**src/rtl/seg_scan_controller.sv**
```systemverilog
// seg_scan_controller: four-digit seven-segment scan scheduler.
// Rotates an active-low anode select, blanks all anodes for GUARD cycles at
// each digit change, and double-buffers incoming frames. A new frame is
// applied only at a frame boundary. Optional digit blinking is built when
// SEG_SCAN_BLINK_EN is defined.
module seg_scan_controller #(
  parameter int SCAN_DIV     = 50000,
  parameter int GUARD        = 16,
  parameter int BLINK_FRAMES = 64
) (
  input  logic        clk,
  input  logic        rst,
  input  logic        frame_load,
  input  logic [19:0] frame_in,
  input  logic [3:0]  blink_mask,
  output logic [4:0]  code_out,
  output logic [3:0]  an,
  output logic [1:0]  digit_sel,
  output logic        frame_busy
);

  localparam int         CW    = (SCAN_DIV > 1) ? $clog2(SCAN_DIV) : 1;
  localparam logic [4:0] BLANK = 5'd18;

  logic [CW-1:0]   cnt, cnt_nxt;
  logic            tick, boundary;
  logic [1:0]      ds_nxt;
  logic [3:0]      an_nxt;
  logic [3:0][4:0] act, pend, act_nxt;
  logic [4:0]      raw_code, code_nxt;
  logic            apply;

  // Slot timing: the prescaler wraps each tick and advances the digit.
  always_comb begin
    tick     = (cnt == CW'(SCAN_DIV - 1));
    boundary = tick && (digit_sel == 2'd3);
    cnt_nxt  = tick ? '0 : cnt + CW'(1);
    ds_nxt   = tick ? digit_sel + 2'd1 : digit_sel;
    an_nxt   = (cnt_nxt < CW'(GUARD)) ? 4'b1111 : ~(4'b0001 << ds_nxt);
  end

  // Pending frame is promoted at a boundary so digit 0 of the new frame
  // already sees it when code_out is reloaded on that same edge.
  always_comb begin
    apply    = boundary && frame_busy;
    act_nxt  = apply ? pend : act;
    raw_code = act_nxt[ds_nxt];
  end

`ifdef SEG_SCAN_BLINK_EN
  localparam int FW = (BLINK_FRAMES > 1) ? $clog2(BLINK_FRAMES) : 1;

  logic [FW-1:0] fcnt;
  logic          hidden, hidden_nxt, fwrap;

  // Blink phase flips after BLINK_FRAMES boundaries; the next phase is used
  // so digit 0 of a new frame already reflects the flip.
  always_comb begin
    fwrap      = boundary && (fcnt == FW'(BLINK_FRAMES - 1));
    hidden_nxt = fwrap ? ~hidden : hidden;
    code_nxt   = (hidden_nxt && blink_mask[ds_nxt]) ? BLANK : raw_code;
  end

  // Frame counter and blink phase register.
  always_ff @(posedge clk) begin
    if (rst) begin
      fcnt   <= '0;
      hidden <= 1'b0;
    end else begin
      if (boundary) fcnt <= fwrap ? '0 : fcnt + FW'(1);
      hidden <= hidden_nxt;
    end
  end
`else
  logic blink_unused;
  assign blink_unused = ^blink_mask;

  // Without blinking the decoder always sees the active register.
  always_comb begin
    code_nxt = raw_code;
  end
`endif

  // Scan state and registered outputs.
  always_ff @(posedge clk) begin
    if (rst) begin
      cnt       <= '0;
      digit_sel <= 2'd0;
      an        <= 4'b1111;
      code_out  <= BLANK;
    end else begin
      cnt       <= cnt_nxt;
      digit_sel <= ds_nxt;
      an        <= an_nxt;
      if (tick) code_out <= code_nxt;
    end
  end

  // Double buffer: a load always lands in pending; a load coinciding with
  // a boundary keeps busy set so it is applied at the following boundary.
  always_ff @(posedge clk) begin
    if (rst) begin
      act        <= {4{BLANK}};
      pend       <= {4{BLANK}};
      frame_busy <= 1'b0;
    end else begin
      act <= act_nxt;
      if (frame_load) begin
        pend       <= frame_in;
        frame_busy <= 1'b1;
      end else if (apply) begin
        frame_busy <= 1'b0;
      end
    end
  end

endmodule
```
**config.mk**
```make
export PLATFORM = sky130hd
export DESIGN_NAME = seg_scan_controller
export DESIGN_NICKNAME = d
export VERILOG_FILES = /design/src/rtl/seg_scan_controller.sv
export SDC_FILE = /design/constraint.sdc
export NUM_CORES = 1
export LEC_CHECK = 0
export ABC_AREA = 1
export CAP_MARGIN = 20
export CORE_MARGIN = 2
export CORE_UTILIZATION = 55
export CTS_CLUSTER_DIAMETER = 150
export DETAILED_ROUTE_END_ITERATION = 10
export PLACE_DENSITY = 0.76
export SETUP_SLACK_MARGIN = 0.2
export SLEW_MARGIN = 20
export SYNTH_ARGS = -nofsm -noshare
export SYNTH_HDL_FRONTEND = slang
export SYNTH_SLANG_ARGS = --single-unit
```
**constraint.sdc**
```tcl
create_clock -name clk -period 2 [get_ports clk]
set_clock_uncertainty 0.1 [all_clocks]
set_input_delay 0.4 -clock clk [delete_from_list [all_inputs] [get_ports clk]]
set_output_delay 0.4 -clock clk [all_outputs]
set_load 0.01 [all_outputs]
```
==> out/qor.txt, run 1 <==
IO Port Bufs - 34
Worst path max stage delay - 360 ps
Post-DP HPWL - 4.698 mm
EDFF count, synth - 0
post-synthesis net count - 460
ys async rst share - 0%
Final ANT Viol Nets - 0
final setup vio count - 0
nets - 501
routability cong. - 0.8318
cells after synthesis - 431
sw power - 0.5815 mW
drt drc - 0
vias per inst - 5.120
CP startpoint kind - register
TNS Setup - 0 ps
critical-path cell list - ha_4, nand2_4, nor2_4, buf_4, nand3_1, xor2_1, nand2_1, nor2_2, nand3_2, nand3_1
Synth Flop Type - dfxtp_1
FF+latch area - 0.001380 mm^2
detailed-route via count - 2811
initial antenna violation count - 0
cts-stage hold buffer count - 0
family with the most delay on the worst path - simple AND/OR/NAND/NOR gates
final setup margin - 150.9 ps
cell mode on critical path - nand3_1
n_diodes - 0
Inserted Clock Buffers - 9
Setup WS pre-CTS - -41.46 ps
power per cell area - 689.5 mW/mm^2
routed len/inst - 12.45 um
first-pass GRT wire length - 11.43 mm
Crit Path Category - reg2reg
LEAKAGE - 1.705 nW
switching part of the total - 21.92%
area of the core - 0.005439 mm^2
Die Area - 0.006175 mm^2
top cells by count, synth - 136 x nand2_1, 68 x dfxtp_1, 67 x nor2_1
MaxCap Viol Count - 0
Area Growth Syn to Fin - 25.77%
Int Power - 2.071 mW
CP arrival - 2020 ps
RSZ-0062 raised after global routing - true
Final min period - 1849 ps
CTS clk-pin slew, worst paths - 70 ps
Max Root-Sink Buffers - 2
top post-synthesis cells by area - dfxtp_1 44%, nand2_1 17%, nor2_1 8.2%, nand3_1 5.7%, nand4_1 2.9%
Crit. End Element - register
worst-skew pair later-pin latency - 330 ps
DRT Pass-1 Iters - 4
number of DRC markers in iteration 0 - 183
Flop pwr share - 53.2%
Max-slew headroom - 64.06%
Root Driver - clkbuf_8
flip-flop and latch count after synthesis - 68
Starting Density - 56.25%
cell with the most instances after synthesis - nand2_1
final wirelength - 6.836 mm
CP required - 2170 ps
Buf+Inv Stages, Crit Path - 1
fraction of layout cells with a size suffix above 1 - 17.40%
Cell Count, Final, Fillers Out - 549
Slowest-stage cell, CP - dfxtp_4
top cell type's share of synthesized area - 44.50%
maximum vdd ir drop - 0.0004478 V
clk sinks - 68
Comb power frac - 5.5%
total global routing overflow - 0
status - complete, no violations
maximum clock frequency - 540.8 MHz
placed cells - 529
HP Class - reg2reg
fin crit share - 92.46%
CTS tree - yes
leading area contributor after synthesis - dfxtp_1
post-synthesis cell area - 0.003059 mm^2
clock share of power - 41.2%
I/O pins - 39
Ys Warns - 0
gr usage total - 23.19%
largest net degree at the start of global routing - 33
die height - 78.58 um
count of pins over their slew limit - 0
Max FO, Critical Path - 4
htree depth - 3
final hold violations - 0
Yosys cell types - 26
part of the Yosys area used for sequential elements - 44.50%
FP Rows - 27
worst-margin pin slew - 538.5 ps
Horiz. Die Dim - 78.58 um
Filler cells - 473
vias in the first global route - 2651
Multi-input gate area - 0.001620 mm^2
Avg Inst Size Synth - 7.098 um^2
Hold Slack - 338.9 ps
-- per-layer routing --
| layer | GRT usage, % | share of wire (%) |
|---|---|---|
| met5 | 0 | 0 |
| met1 | 28.89 | 46 |
| met2 | 39.83 | 49 |
| met4 | 9.474 | 1.4 |
| met3 | 3.678 | 4.0 |
-- registers in the layout (all words and copies together) (netlist names) --
signal / flops
act: 20
pend: 20
cnt: 16
code_out: 5
an: 4
digit_sel: 2
frame_busy: 1
-- stage by stage --
stage          util (%)  power, mW  cell area (um^2)
2_1_floorplan         -      1.507              3059
3_3_place_gp      64.18      1.577              3491
3_5_place_dp      64.18      1.581              3491
4_1_cts           69.54      2.661              3782
5_1_grt           70.74      2.748              3847
6_report          70.74      2.653              3847
-- timing repair --
| action | CTS | global route |
|---|---|---|
| gates cloned | 0 | 0 |
| gates resized for setup | 24 | 20 |
| endpoints found under the setup margin | 29 | 15 |
| buffers inserted | 2 | 2 |
| pin swaps | 12 | 7 |
-- power by group through the flow --
stage               registers, mW  clock network, mW  logic [mW]
finish                       1.41               1.09       0.147
global route                 1.41               1.17       0.167
CTS                          1.41               1.10       0.145
detailed placement           1.44                  0       0.141
global placement             1.44                  0       0.138
floorplan                    1.43                  0      0.0732
-- logic make-up after synthesis --
group / count (synthesis) / synth area share (%)
and+or+nand+nor: 281 / 41.47
DFF: 68 / 44.50
buffers and inverters: 40 / 5.931
AOI/OAI and AO/OA: 34 / 5.562
xor gates and xnor gates: 6 / 1.718
adders and majority gates: 2 / 0.8179
-- layout by cell type, fill, tap and decap left out, types with 2 or more instances in the layout --
cell type	netlist	routed
nor3_1	2	2
o21ai_1	5	5
nor2_1	67	61
nand3_2	2	5
nand3_1	35	31
a21oi_1	15	15
dfxtp_1	68	59
clkinv_2	0	2
inv_1	21	18
nand2_1	136	132
dfxtp_2	0	6
buf_4	0	11
nor2_4	5	11
clkbuf_8	0	10
clkdlybuf4s50_1	0	33
dfxtp_4	0	3
buf_12	1	2
nand4_1	14	14
nand4_2	5	5
o21ai_0	14	13
xor2_1	5	5
inv_2	1	4
nand2_2	5	8
nor2_2	8	8
clkbuf_1	8	2
-- worst paths after layout --
path / from / endpoint / depth (start not counted) / slack [ps]
setup / recovery: cnt[0] / an[2] / 10 / 150
hold reg to reg: cnt[0] / cnt[0] / 1 / 340
setup reg to reg: cnt[0] / an[2] / 10 / 150
hold / removal: cnt[0] / cnt[0] / 1 / 340
-- area by class of cell --
cell class | count | area share [%]
Timing Repair Buffer | 48 | 12.49
Clock inverter | 4 | 1.268
Tap cell | 72 | 2.341
Inverter | 22 | 2.146
Sequential cell | 68 | 35.87
Clock buffer | 12 | 3.772
Multi-Input combinational cell | 323 | 42.11
Note: power is estimated with default switching activity, not from simulation.
==> run 2, diff against run 1 <==
Settings changed: CAP_MARGIN 20 to 0.
==> results of run 2 <==
The final DEF is identical to that of run 1; final timing and power are the same.
==> run 3, diff against run 2 <==
Settings changed: CORE_UTILIZATION 55 to 60, DONT_BUFFER_PORTS set to 1, GPL_ROUTABILITY_DRIVEN set to 0, PLACE_DENSITY 0.76 to 0.73.
==> run 3 against run 2 <==
- final area shrank 4.6%
- sequential power barely moved
- combinational power shrank 45%
- critical path depth is 2 higher
- register-to-register slack worse by 20 ps
- core utilization increased by 5.5 points
- non-clock buffer count shrank 23
- worst setup slack lost 16 ps
- routed wire length decreased by 0.66%
- first-iteration DRC count down 26%
- largest power group unchanged
- die area down 7.9%
==> out/qor.txt, run 3 (synthesis results as in run 1) <==
first-pass GRT wire length - 11.21 mm (-2.0%)
Crit. End Element - register
vias per inst - 5.273 (+3.0%)
commonest non-fill, non-tap cells in the layout - 122 x nand2_1, 59 x nor2_1, 59 x dfxtp_1, 28 x nand3_1
drt drc - 0 (unchanged)
Horiz. Die Dim - 75.41 um (-4.0%)
Area Growth Syn to Fin - 20.00%
TNS Setup - 0 ps (unchanged)
Final ANT Viol Nets - 0 (unchanged)
routed len/inst - 13.03 um (+4.7%)
Max Root-Sink Buffers - 2 (unchanged)
Crit Path Category - reg2reg
CP startpoint kind - register
Final Util - 76.21% (+5.5 points)
power per cell area - 692.1 mW/mm^2 (+0.38%)
HP Class - in2reg
FF+latch area - 0.001373 mm^2 (-0.54%)
Final min period - 1865 ps (+15.52 ps)
total global routing overflow - 0 (unchanged)
Slowest-stage cell, CP - dfxtp_2
Buf+Inv Stages, Crit Path - 2 (+1)
IO Port Bufs - 0 (-100%)
vias in the first global route - 2545 (-4.0%)
Multi-input gate area - 0.001722 mm^2 (+6.3%)
Inserted Clock Buffers - 9 (unchanged)
final hold violations - 0 (unchanged)
worst r2r src - cnt[0]
initial antenna violation count - 0 (unchanged)
cts-stage hold buffer count - 0 (unchanged)
fin crit share - 93.23% (+0.78 points)
Post-DP HPWL - 4.390 mm (-6.6%)
worst-skew pair later-pin latency - 330 ps (about the same)
clk sinks - 68 (unchanged)
nets - 478 (-4.6%)
Max FO, Critical Path - 4 (unchanged)
Worst path max stage delay - 350 ps (about the same)
maximum clock frequency - 536.3 MHz (-0.83%)
Setup WS pre-CTS - 9.318 ps (+50.78 ps)
FP Rows - 25 (-7.4%)
htree depth - 3 (unchanged)
gr usage total - 25.98% (+2.8 points)
I/O pins - 39 (unchanged)
MaxCap Viol Count - 0 (unchanged)
Max-slew headroom - 63.43% (-0.63 points)
area of the core - 0.004817 mm^2 (-11%)
most common cell after layout, fill and taps aside - nand2_1
DRT Pass-1 Iters - 6 (+2)
fraction of layout cells with a size suffix above 1 - 25.77% (+8.4 points)
Filler cells - 398 (-16%)
LEAKAGE - 1.636 nW (-4.0%)
CP arrival - 2000 ps (-20 ps)
n_diodes - 0 (unchanged)
detailed-route via count - 2747 (-2.3%)
Starting Density - 63.51% (+7.3 points)
CTS clk-pin slew, worst paths - 70 ps (about the same)
final setup vio count - 0 (unchanged)
critical-path cell list - ha_4, nand3_4, nor2_4, buf_6, nand3_1, nand2_2, nor2_4, buf_6, nand2_2, nand2_2, o21ai_2, nand2_1
top flop regs - act x20, pend x20, cnt x16
die height - 75.41 um (-4.0%)
Root Driver - clkbuf_8
cell mode on critical path - nand2_2
CP required - 2130 ps (-40 ps)
worst-margin pin slew - 547.9 ps (+9.418 ps)
number of DRC markers in iteration 0 - 135 (-26%)
largest net degree at the start of global routing - 33 (unchanged)
final setup margin - 135.4 ps (-15.52 ps)
final wirelength - 6.791 mm (-0.66%)
Hold Path Origin - rst
Die Area - 0.005686 mm^2 (-7.9%)
CTS tree - yes
RSZ-0062 raised after global routing - true
crit path launch - cnt[0]
count of pins over their slew limit - 0 (unchanged)
maximum vdd ir drop - 0.0006018 V (+34%)
family with the most delay on the worst path - simple AND/OR/NAND/NOR gates
status - complete, no violations
==> run 3: cell type report <==
| class | instances | share of cell area (%) |
|---|---|---|
| Timing Repair Buffer | 25 | 6.067 |
| Sequential cell | 68 | 37.39 |
| Tap cell | 67 | 2.284 |
| Clock buffer | 12 | 4.499 |
| Clock inverter | 4 | 0.6135 |
| Multi-Input combinational cell | 323 | 46.90 |
| Inverter | 22 | 2.249 |
==> run 3: worst reg2reg max path: cells and delay by family, from the launching register on <==
kind / cells / cell delay (ps)
AOI/OAI and AO/OA: 1 / 130
adders and majority gates: 1 / 170
buffers and inverters: 2 / 250
and+or+nand+nor: 8 / 760
DFF: 1 / 350
==> run 3: path summary, 6_finish.rpt <==
kind	endpoint	slack (ps)	cells past startpoint
worst max-delay path	code_out[3]	140	12
worst min-delay path	act[12]	30	1
worst min register to register	act[7]	360	2
worst max register to register	code_out[3]	140	12
==> run 3: repair_timing <==
| action | 4_1_cts | 5_1_grt |
|---|---|---|
| endpoints found under the setup margin | 14 | 14 |
| pin swaps | 23 | 6 |
| setup buffers | 7 | 3 |
| cloned | 0 | 0 |
| resized for setup | 38 | 30 |
==> run 3: per-stage QoR <==
step	power (mW)	hold WS [ps]	cells	area (um^2)
2_1_floorplan	1.507	317.6	431	3059
3_3_place_gp	1.512	344.9	495	3169
3_5_place_dp	1.515	347.8	495	3169
4_1_cts	2.557	10.81	518	3540
5_1_grt	2.626	12.43	521	3671
6_report	2.541	27.98	521	3671
==> run 3: power by group <==
group	total (mW)	internal, mW	leakage, nW	switching, mW
clock	1.05	0.545	0.0982	0.502
sequential	1.41	1.39	0.559	0.0235
combinational	0.0807	0.0299	0.979	0.0508
==> run 3: layer usage <==
layer,up-vias,wire (um),global-route usage [%],share of wire [%]
met5,-,0,0,0
met4,0,129,12.67,1.9
met3,10,351,5.159,5.2
met2,74,3299,41.74,49
met1,1246,3010,33.53,44
li1,1417,-,-,-
